File: src/rtl/mem_port_arbiter_if.sv
// Requester and RAM bundle shared by the arbiter and its environment.
// The arbiter uses the slave view; the CPU/RAM side uses the master view.
interface mem_port_arbiter_if #(
  parameter int ADDR_W = 11
);
  logic              i_req;
  logic [31:0]       i_addr;
  logic              i_gnt;
  logic              i_rvalid;
  logic [31:0]       i_rdata;
  logic              i_err;
  logic              d_req;
  logic [3:0]        d_we;
  logic [31:0]       d_addr;
  logic [31:0]       d_wdata;
  logic              d_gnt;
  logic              d_rvalid;
  logic [31:0]       d_rdata;
  logic              d_err;
  logic              mem_en;
  logic [3:0]        mem_we;
  logic [ADDR_W-1:0] mem_addr;
  logic [31:0]       mem_din;
  logic [31:0]       mem_dout;
  logic              stall_req;

  modport slave (
    input  i_req, i_addr, d_req, d_we, d_addr, d_wdata, mem_dout,
    output i_gnt, i_rvalid, i_rdata, i_err,
    output d_gnt, d_rvalid, d_rdata, d_err,
    output mem_en, mem_we, mem_addr, mem_din, stall_req
  );

  modport master (
    output i_req, i_addr, d_req, d_we, d_addr, d_wdata, mem_dout,
    input  i_gnt, i_rvalid, i_rdata, i_err,
    input  d_gnt, d_rvalid, d_rdata, d_err,
    input  mem_en, mem_we, mem_addr, mem_din, stall_req
  );
endinterface

File: src/rtl/mem_port_arbiter.sv
// Fetch/data arbiter for one single-port BRAM with bounded fetch starvation.
// Grants are combinational; read data returns one cycle after the grant.
module mem_port_arbiter #(
  parameter int ADDR_W     = 11,
  parameter int STARVE_MAX = 4
) (
  input logic                cpu_clk_50M,
  input logic                cpu_rst,
  mem_port_arbiter_if.slave  bus
);

  localparam int CNT_W = $clog2(STARVE_MAX + 1);

  typedef enum logic [2:0] {
    T_NONE,
    T_I_RD,
    T_D_RD,
    T_I_ERR,
    T_D_ERR
  } tag_e;

  tag_e             tag_q, tag_d;
  logic             rd_q, rd_d;
  logic [CNT_W-1:0] starve_q, starve_d;

  logic              i_in, d_in, d_rd;
  logic              starve_hit;
  logic              i_gnt, d_gnt;
  logic              mem_en;
  logic [3:0]        mem_we;
  logic [ADDR_W-1:0] mem_addr;

  // Address range, arbitration and RAM command for this cycle.
  always_comb begin
    i_in       = (bus.i_addr[31:ADDR_W+2] == '0);
    d_in       = (bus.d_addr[31:ADDR_W+2] == '0);
    d_rd       = (bus.d_we == 4'b0000);
    starve_hit = (starve_q == CNT_W'(STARVE_MAX));
    i_gnt      = !cpu_rst && bus.i_req
              && (!bus.d_req || starve_hit);
    d_gnt      = !cpu_rst && bus.d_req && !i_gnt;
    mem_en     = 1'b0;
    mem_we     = 4'b0000;
    mem_addr   = '0;
    if (i_gnt) begin
      mem_en   = i_in;
      mem_addr = bus.i_addr[ADDR_W+1:2];
    end else if (d_gnt) begin
      mem_en   = d_in;
      mem_we   = d_in ? bus.d_we : 4'b0000;
      mem_addr = bus.d_addr[ADDR_W+1:2];
    end
  end

  // Next starvation count and response tag.
  always_comb begin
    starve_d = starve_q;
    tag_d    = T_NONE;
    rd_d     = 1'b0;
    if (cpu_rst || !bus.i_req || i_gnt) begin
      starve_d = '0;
    end else if (d_gnt && !starve_hit) begin
      starve_d = starve_q + 1'b1;
    end
    if (i_gnt) begin
      tag_d = i_in ? T_I_RD : T_I_ERR;
    end else if (d_gnt) begin
      rd_d = d_rd;
      if (!d_in) begin
        tag_d = T_D_ERR;
      end else if (d_rd) begin
        tag_d = T_D_RD;
      end
    end
  end

  // State registers with synchronous reset.
  always_ff @(posedge cpu_clk_50M) begin
    if (cpu_rst) begin
      tag_q    <= T_NONE;
      rd_q     <= 1'b0;
      starve_q <= '0;
    end else begin
      tag_q    <= tag_d;
      rd_q     <= rd_d;
      starve_q <= starve_d;
    end
  end

  // Response outputs decoded from the previous cycle's tag.
  always_comb begin
    bus.i_rvalid = 1'b0;
    bus.i_err    = 1'b0;
    bus.i_rdata  = '0;
    bus.d_rvalid = 1'b0;
    bus.d_err    = 1'b0;
    bus.d_rdata  = '0;
    if (!cpu_rst) begin
      unique case (tag_q)
        T_I_RD: begin
          bus.i_rvalid = 1'b1;
          bus.i_rdata  = bus.mem_dout;
        end
        T_D_RD: begin
          bus.d_rvalid = 1'b1;
          bus.d_rdata  = bus.mem_dout;
        end
        T_I_ERR: begin
          bus.i_rvalid = 1'b1;
          bus.i_err    = 1'b1;
        end
        T_D_ERR: begin
          bus.d_err    = 1'b1;
          bus.d_rvalid = rd_q;
        end
        default: begin
        end
      endcase
    end
  end

  assign bus.i_gnt     = i_gnt;
  assign bus.d_gnt     = d_gnt;
  assign bus.mem_en    = mem_en;
  assign bus.mem_we    = mem_we;
  assign bus.mem_addr  = mem_addr;
  assign bus.mem_din   = cpu_rst ? 32'h0 : bus.d_wdata;
  assign bus.stall_req = !cpu_rst
                      && ((bus.i_req && !i_gnt)
                      ||  (bus.d_req && !d_gnt));

endmodule

File: src/flat_wrapper.sv
// flat-port wrapper written by rule: the top's interface ports become plain ports
module mem_port_arbiter_flat 
#(
  parameter int ADDR_W     = 11,
  parameter int STARVE_MAX = 4
)
  (cpu_clk_50M, cpu_rst, bus_i_req, bus_i_addr, bus_d_req, bus_d_we, bus_d_addr, bus_d_wdata, bus_mem_dout, bus_i_gnt, bus_i_rvalid, bus_i_rdata, bus_i_err, bus_d_gnt, bus_d_rvalid, bus_d_rdata, bus_d_err, bus_mem_en, bus_mem_we, bus_mem_addr, bus_mem_din, bus_stall_req);
  mem_port_arbiter_if #(.ADDR_W(ADDR_W)) bus_i ();
  input logic cpu_clk_50M;
  input logic cpu_rst;
  input wire logic [$bits(bus_i.i_req)-1:0] bus_i_req;
  input wire logic [$bits(bus_i.i_addr)-1:0] bus_i_addr;
  input wire logic [$bits(bus_i.d_req)-1:0] bus_d_req;
  input wire logic [$bits(bus_i.d_we)-1:0] bus_d_we;
  input wire logic [$bits(bus_i.d_addr)-1:0] bus_d_addr;
  input wire logic [$bits(bus_i.d_wdata)-1:0] bus_d_wdata;
  input wire logic [$bits(bus_i.mem_dout)-1:0] bus_mem_dout;
  output wire logic [$bits(bus_i.i_gnt)-1:0] bus_i_gnt;
  output wire logic [$bits(bus_i.i_rvalid)-1:0] bus_i_rvalid;
  output wire logic [$bits(bus_i.i_rdata)-1:0] bus_i_rdata;
  output wire logic [$bits(bus_i.i_err)-1:0] bus_i_err;
  output wire logic [$bits(bus_i.d_gnt)-1:0] bus_d_gnt;
  output wire logic [$bits(bus_i.d_rvalid)-1:0] bus_d_rvalid;
  output wire logic [$bits(bus_i.d_rdata)-1:0] bus_d_rdata;
  output wire logic [$bits(bus_i.d_err)-1:0] bus_d_err;
  output wire logic [$bits(bus_i.mem_en)-1:0] bus_mem_en;
  output wire logic [$bits(bus_i.mem_we)-1:0] bus_mem_we;
  output wire logic [$bits(bus_i.mem_addr)-1:0] bus_mem_addr;
  output wire logic [$bits(bus_i.mem_din)-1:0] bus_mem_din;
  output wire logic [$bits(bus_i.stall_req)-1:0] bus_stall_req;
  assign bus_i.i_req = bus_i_req;
  assign bus_i.i_addr = bus_i_addr;
  assign bus_i.d_req = bus_d_req;
  assign bus_i.d_we = bus_d_we;
  assign bus_i.d_addr = bus_d_addr;
  assign bus_i.d_wdata = bus_d_wdata;
  assign bus_i.mem_dout = bus_mem_dout;
  assign bus_i_gnt = bus_i.i_gnt;
  assign bus_i_rvalid = bus_i.i_rvalid;
  assign bus_i_rdata = bus_i.i_rdata;
  assign bus_i_err = bus_i.i_err;
  assign bus_d_gnt = bus_i.d_gnt;
  assign bus_d_rvalid = bus_i.d_rvalid;
  assign bus_d_rdata = bus_i.d_rdata;
  assign bus_d_err = bus_i.d_err;
  assign bus_mem_en = bus_i.mem_en;
  assign bus_mem_we = bus_i.mem_we;
  assign bus_mem_addr = bus_i.mem_addr;
  assign bus_mem_din = bus_i.mem_din;
  assign bus_stall_req = bus_i.stall_req;
  mem_port_arbiter #(.ADDR_W(ADDR_W), .STARVE_MAX(STARVE_MAX)) u_core (.cpu_clk_50M(cpu_clk_50M), .cpu_rst(cpu_rst), .bus(bus_i));
endmodule
File: config.mk
export PLATFORM = sky130hd
export DESIGN_NAME = mem_port_arbiter_flat
export DESIGN_NICKNAME = d
export VERILOG_FILES = /design/src/rtl/mem_port_arbiter_if.sv /design/src/rtl/mem_port_arbiter.sv /design/src/flat_wrapper.sv
export SDC_FILE = /design/constraint.sdc
export NUM_CORES = 1
export LEC_CHECK = 0
export ABC_AREA = 1
export CAP_MARGIN = 20
export CELL_PAD_IN_SITES_DETAIL_PLACEMENT = 1
export CELL_PAD_IN_SITES_GLOBAL_PLACEMENT = 2
export CORE_AREA = 2 2 118 120
export CTS_CLUSTER_SIZE = 40
export DETAILED_ROUTE_END_ITERATION = 6
export DIE_AREA = 0 0 120 122
export PLACE_DENSITY = 0.95
export SLEW_MARGIN = 40
export SYNTH_ARGS = -nofsm -noshare
export SYNTH_HDL_FRONTEND = slang
export SYNTH_SLANG_ARGS = --single-unit
File: constraint.sdc
create_clock -name cpu_clk_50M -period 4.5 [get_ports cpu_clk_50M]
set_input_delay 1.125 -clock cpu_clk_50M [delete_from_list [all_inputs] [get_ports cpu_clk_50M]]
set_output_delay 1.125 -clock cpu_clk_50M [all_outputs]
set_load 0.02 [all_outputs]
==> flow_metrics.py <==
metrics = {
    "place": {
        "portBuffers": 250,
        "post-place-ws_ns": 0.203,
        "gp_congestion": 0.756,
        "placed_area_mm2": 0.00402,
        "hpwl_um": 7510,
    },
    "min_path": {
        "min_to": "u_core.starve_q[0]",
        "hp-start": "u_core.starve_q[0]",
        "holdPathStages": 1,
        "hp-class": "reg -> reg",
    },
    "pwr": {
        "leakagePower_nw": 1.88,
        "peakVddDrop_uv": 85.0,
        "p_per_area_mw_per_mm2": 121,
    },
    "synth": {
        "yosys-top-cells-count": "125 x nor2_1, 79 x inv_1, 49 x nand2_1",
        "syn_inst": 295,
        "synth_area_per_cell_um2": 4.45,
        "synth.most_common_cell": "nor2_1",
        "synth_edf_count": 0,
        "async_flop_share_pct": 0,
        "ys_top_cells_by_area": "nor2_1 36%, inv_1 23%, nand2_1 14%",
        "yosysUniqueCellTypes": 21,
        "yosysSeqAreaShare_pct": 10.7,
        "synth_fp_nets": 433,
        "ys_seq_elements": 7,
        "synthDominantCellAreaShare_pct": 35.7,
        "ys_warn_count": 0,
        "synthesis.area_mm2": 0.00131,
        "ys.flop_type": "dfxtp_1",
        "yosys.area.top_type": "nor2_1",
    },
    "critical_path": {
        "r2r_setup_slack_ns": 3.20,
        "worst_path_max_delay_cell": "clkdlybuf4s50_1",
        "cp.required_ns": 3.38,
        "path_cells": "clkdlybuf4s50_1 -> inv_2 -> nand3_2 -> inv_2 -> nor2_4 -> buf_4 -> nand2_1 -> nand2_1 -> clkdlybuf4s50_1",
        "worst-setup-path-type": "in -> out",
        "arrival_ns": 3.12,
        "critPathMaxFanout": 12,
        "max_stage_delay_ns": 0.64,
        "rr_startpoint": "u_core.starve_q[0]",
        "crit_path_start_kind": "input port",
        "reg2regPathDepth": 9,
        "worst_setup_path_end_kind": "primary output",
        "reg2reg_to": "u_core.tag_q[1]",
    },
    "sta": {
        "worst_slew_pin_slew_ns": 0.344,
        "relSlewSlack_pct": 76.9,
        "finalMaxSlewViolations": 0,
        "clock_skew_ns": 0.00146,
        "fmax_mhz": 236,
        "setup_ws_ns": 0.259,
        "fin_crit_ns": 4.24,
        "setup_viol": 0,
        "finalHoldViolCount": 0,
        "final.setup.tns_ns": 0,
        "rsz0062_at_grt": "no",
        "finalCritPeriodShare_pct": 94.2,
    },
    "finish": {
        "drive_gt1_share_pct": 2.58,
        "fin_area_mm2": 0.00410,
        "diodes": 0,
        "num-nets-final": 682,
        "area_growth_pct": 212,
    },
    "die": {
        "die_y_um": 122,
        "core-area_mm2": 0.0135,
        "row_count": 43,
        "start_util_pct": 9.72,
        "io_pins": 255,
        "die-width_um": 120,
        "dieArea_mm2": 0.0146,
    },
    "clocking": {
        "htreeDepth": 1,
        "cts_hold_buf": 0,
        "cts_buffer_depth": 2,
        "cts_setup_buffers": 0,
        "numCtsBuffers": 3,
        "cts_tree": "built",
        "clock_latency_ns": 0.23,
        "cts_root_buf": "clkbuf_16",
        "cts.repair.resized": 0,
        "cts.sink_count": 7,
        "path_clk_slew_ns": 0.03,
    },
    "run": {
        "maxCapViolations": 0,
    },
    "drt": {
        "wl_per_cell_um": 11.7,
        "wirelength_um": 8440,
        "drtIter0Drc": 51,
        "firstDrtPassIters": 4,
        "ant_nets": 0,
        "via_per_inst": 3.60,
        "num_vias": 2606,
        "drc_errors": 0,
    },
    "global_route": {
        "first_global_vias": 2612,
        "grt_max_degree": 34,
        "grt-ovfl-total": 0,
        "grt_pass1_wl_um": 12800,
        "antenna_found_initial": 0,
        "grtUsageTotal_pct": 10.8,
    },
    "outcome": {
        "status": "finished clean",
    },
}
## metrics by stage
stage | hold slack [ns] | total power, W | util [%] | instances
floorplan | 0.417 | 0.000159 | - | 295
global placement | 0.424 | 0.000343 | 29.8 | 719
detailed placement | 0.466 | 0.000350 | 29.8 | 719
CTS | 0.471 | 0.000503 | 30.4 | 723
global route | 0.486 | 0.000526 | 30.4 | 723
finish | 0.466 | 0.000495 | 30.4 | 723
## logic make-up after synthesis
group | synth area share (%)
simple gates | 57.8
buf+inv | 28.1
compound gates | 1.52
fa+ha+maj | 1.91
flops | 10.7
## cell type report
cell class | instances | area, um2
tap | 180 | 225
sequential | 7 | 140
timing repair buffer | 256 | 2550
fill | 1695 | 9410
multi-input combinational | 195 | 803
clock buffer | 4 | 78.8
inverter | 81 | 304
## worst max-delay path by stage
stage	from	endpoint	slack [ns]	depth (start not counted)
6_report	cpu_rst	bus_mem_addr[1]	0.26	9
5_1_grt	cpu_rst	bus_mem_addr[1]	0.11	9
4_1_cts	cpu_rst	bus_mem_addr[1]	0.19	9
3_5_place_dp	cpu_rst	bus_mem_addr[1]	0.20	9
3_3_place_gp	cpu_rst	bus_mem_addr[1]	0.26	9
2_1_floorplan	cpu_rst	bus_i_rdata[10]	1.17	5
## state kept, by name, summed over array words and instances, names as in the netlist
| name | count |
|---|---|
| u_core.rd_q | 1 |
| u_core.starve_q | 3 |
| u_core.tag_q | 3 |
## report_power, final
group	switching [W]	leakage [nW]	total, W	internal, W
clock network	0.0000313	0.0382	0.000149	0.000118
registers	0.00000149	0.0571	0.0000657	0.0000642
logic	0.000113	1.78	0.000280	0.000168
## critical path, delay by kind of cell
kind | cells | cell delay (ns)
buffers and inverters | 5 | 1.62
AND/OR/NAND/NOR | 4 | 0.37
## placed cells by master, fill, tap and decap left out, drive strengths merged
cell and n:
nand4 1, and2 1, inv 81, clkdlybuf4s50 250, nand3 6, buf 6
clkbuf 4, nor4 2, ha 2, o21ai 3, a21oi 1, nand2 49
nor2 126, dfxtp 7, nor3b 1, nor3 3
## routing by layer
layer,part of all wire [%],track usage [%]
met5,0,0
met4,0.73,1.99
met3,11,3.23
met2,52,21.2
met1,36,11.3
(Power assumes the default switching activity.)
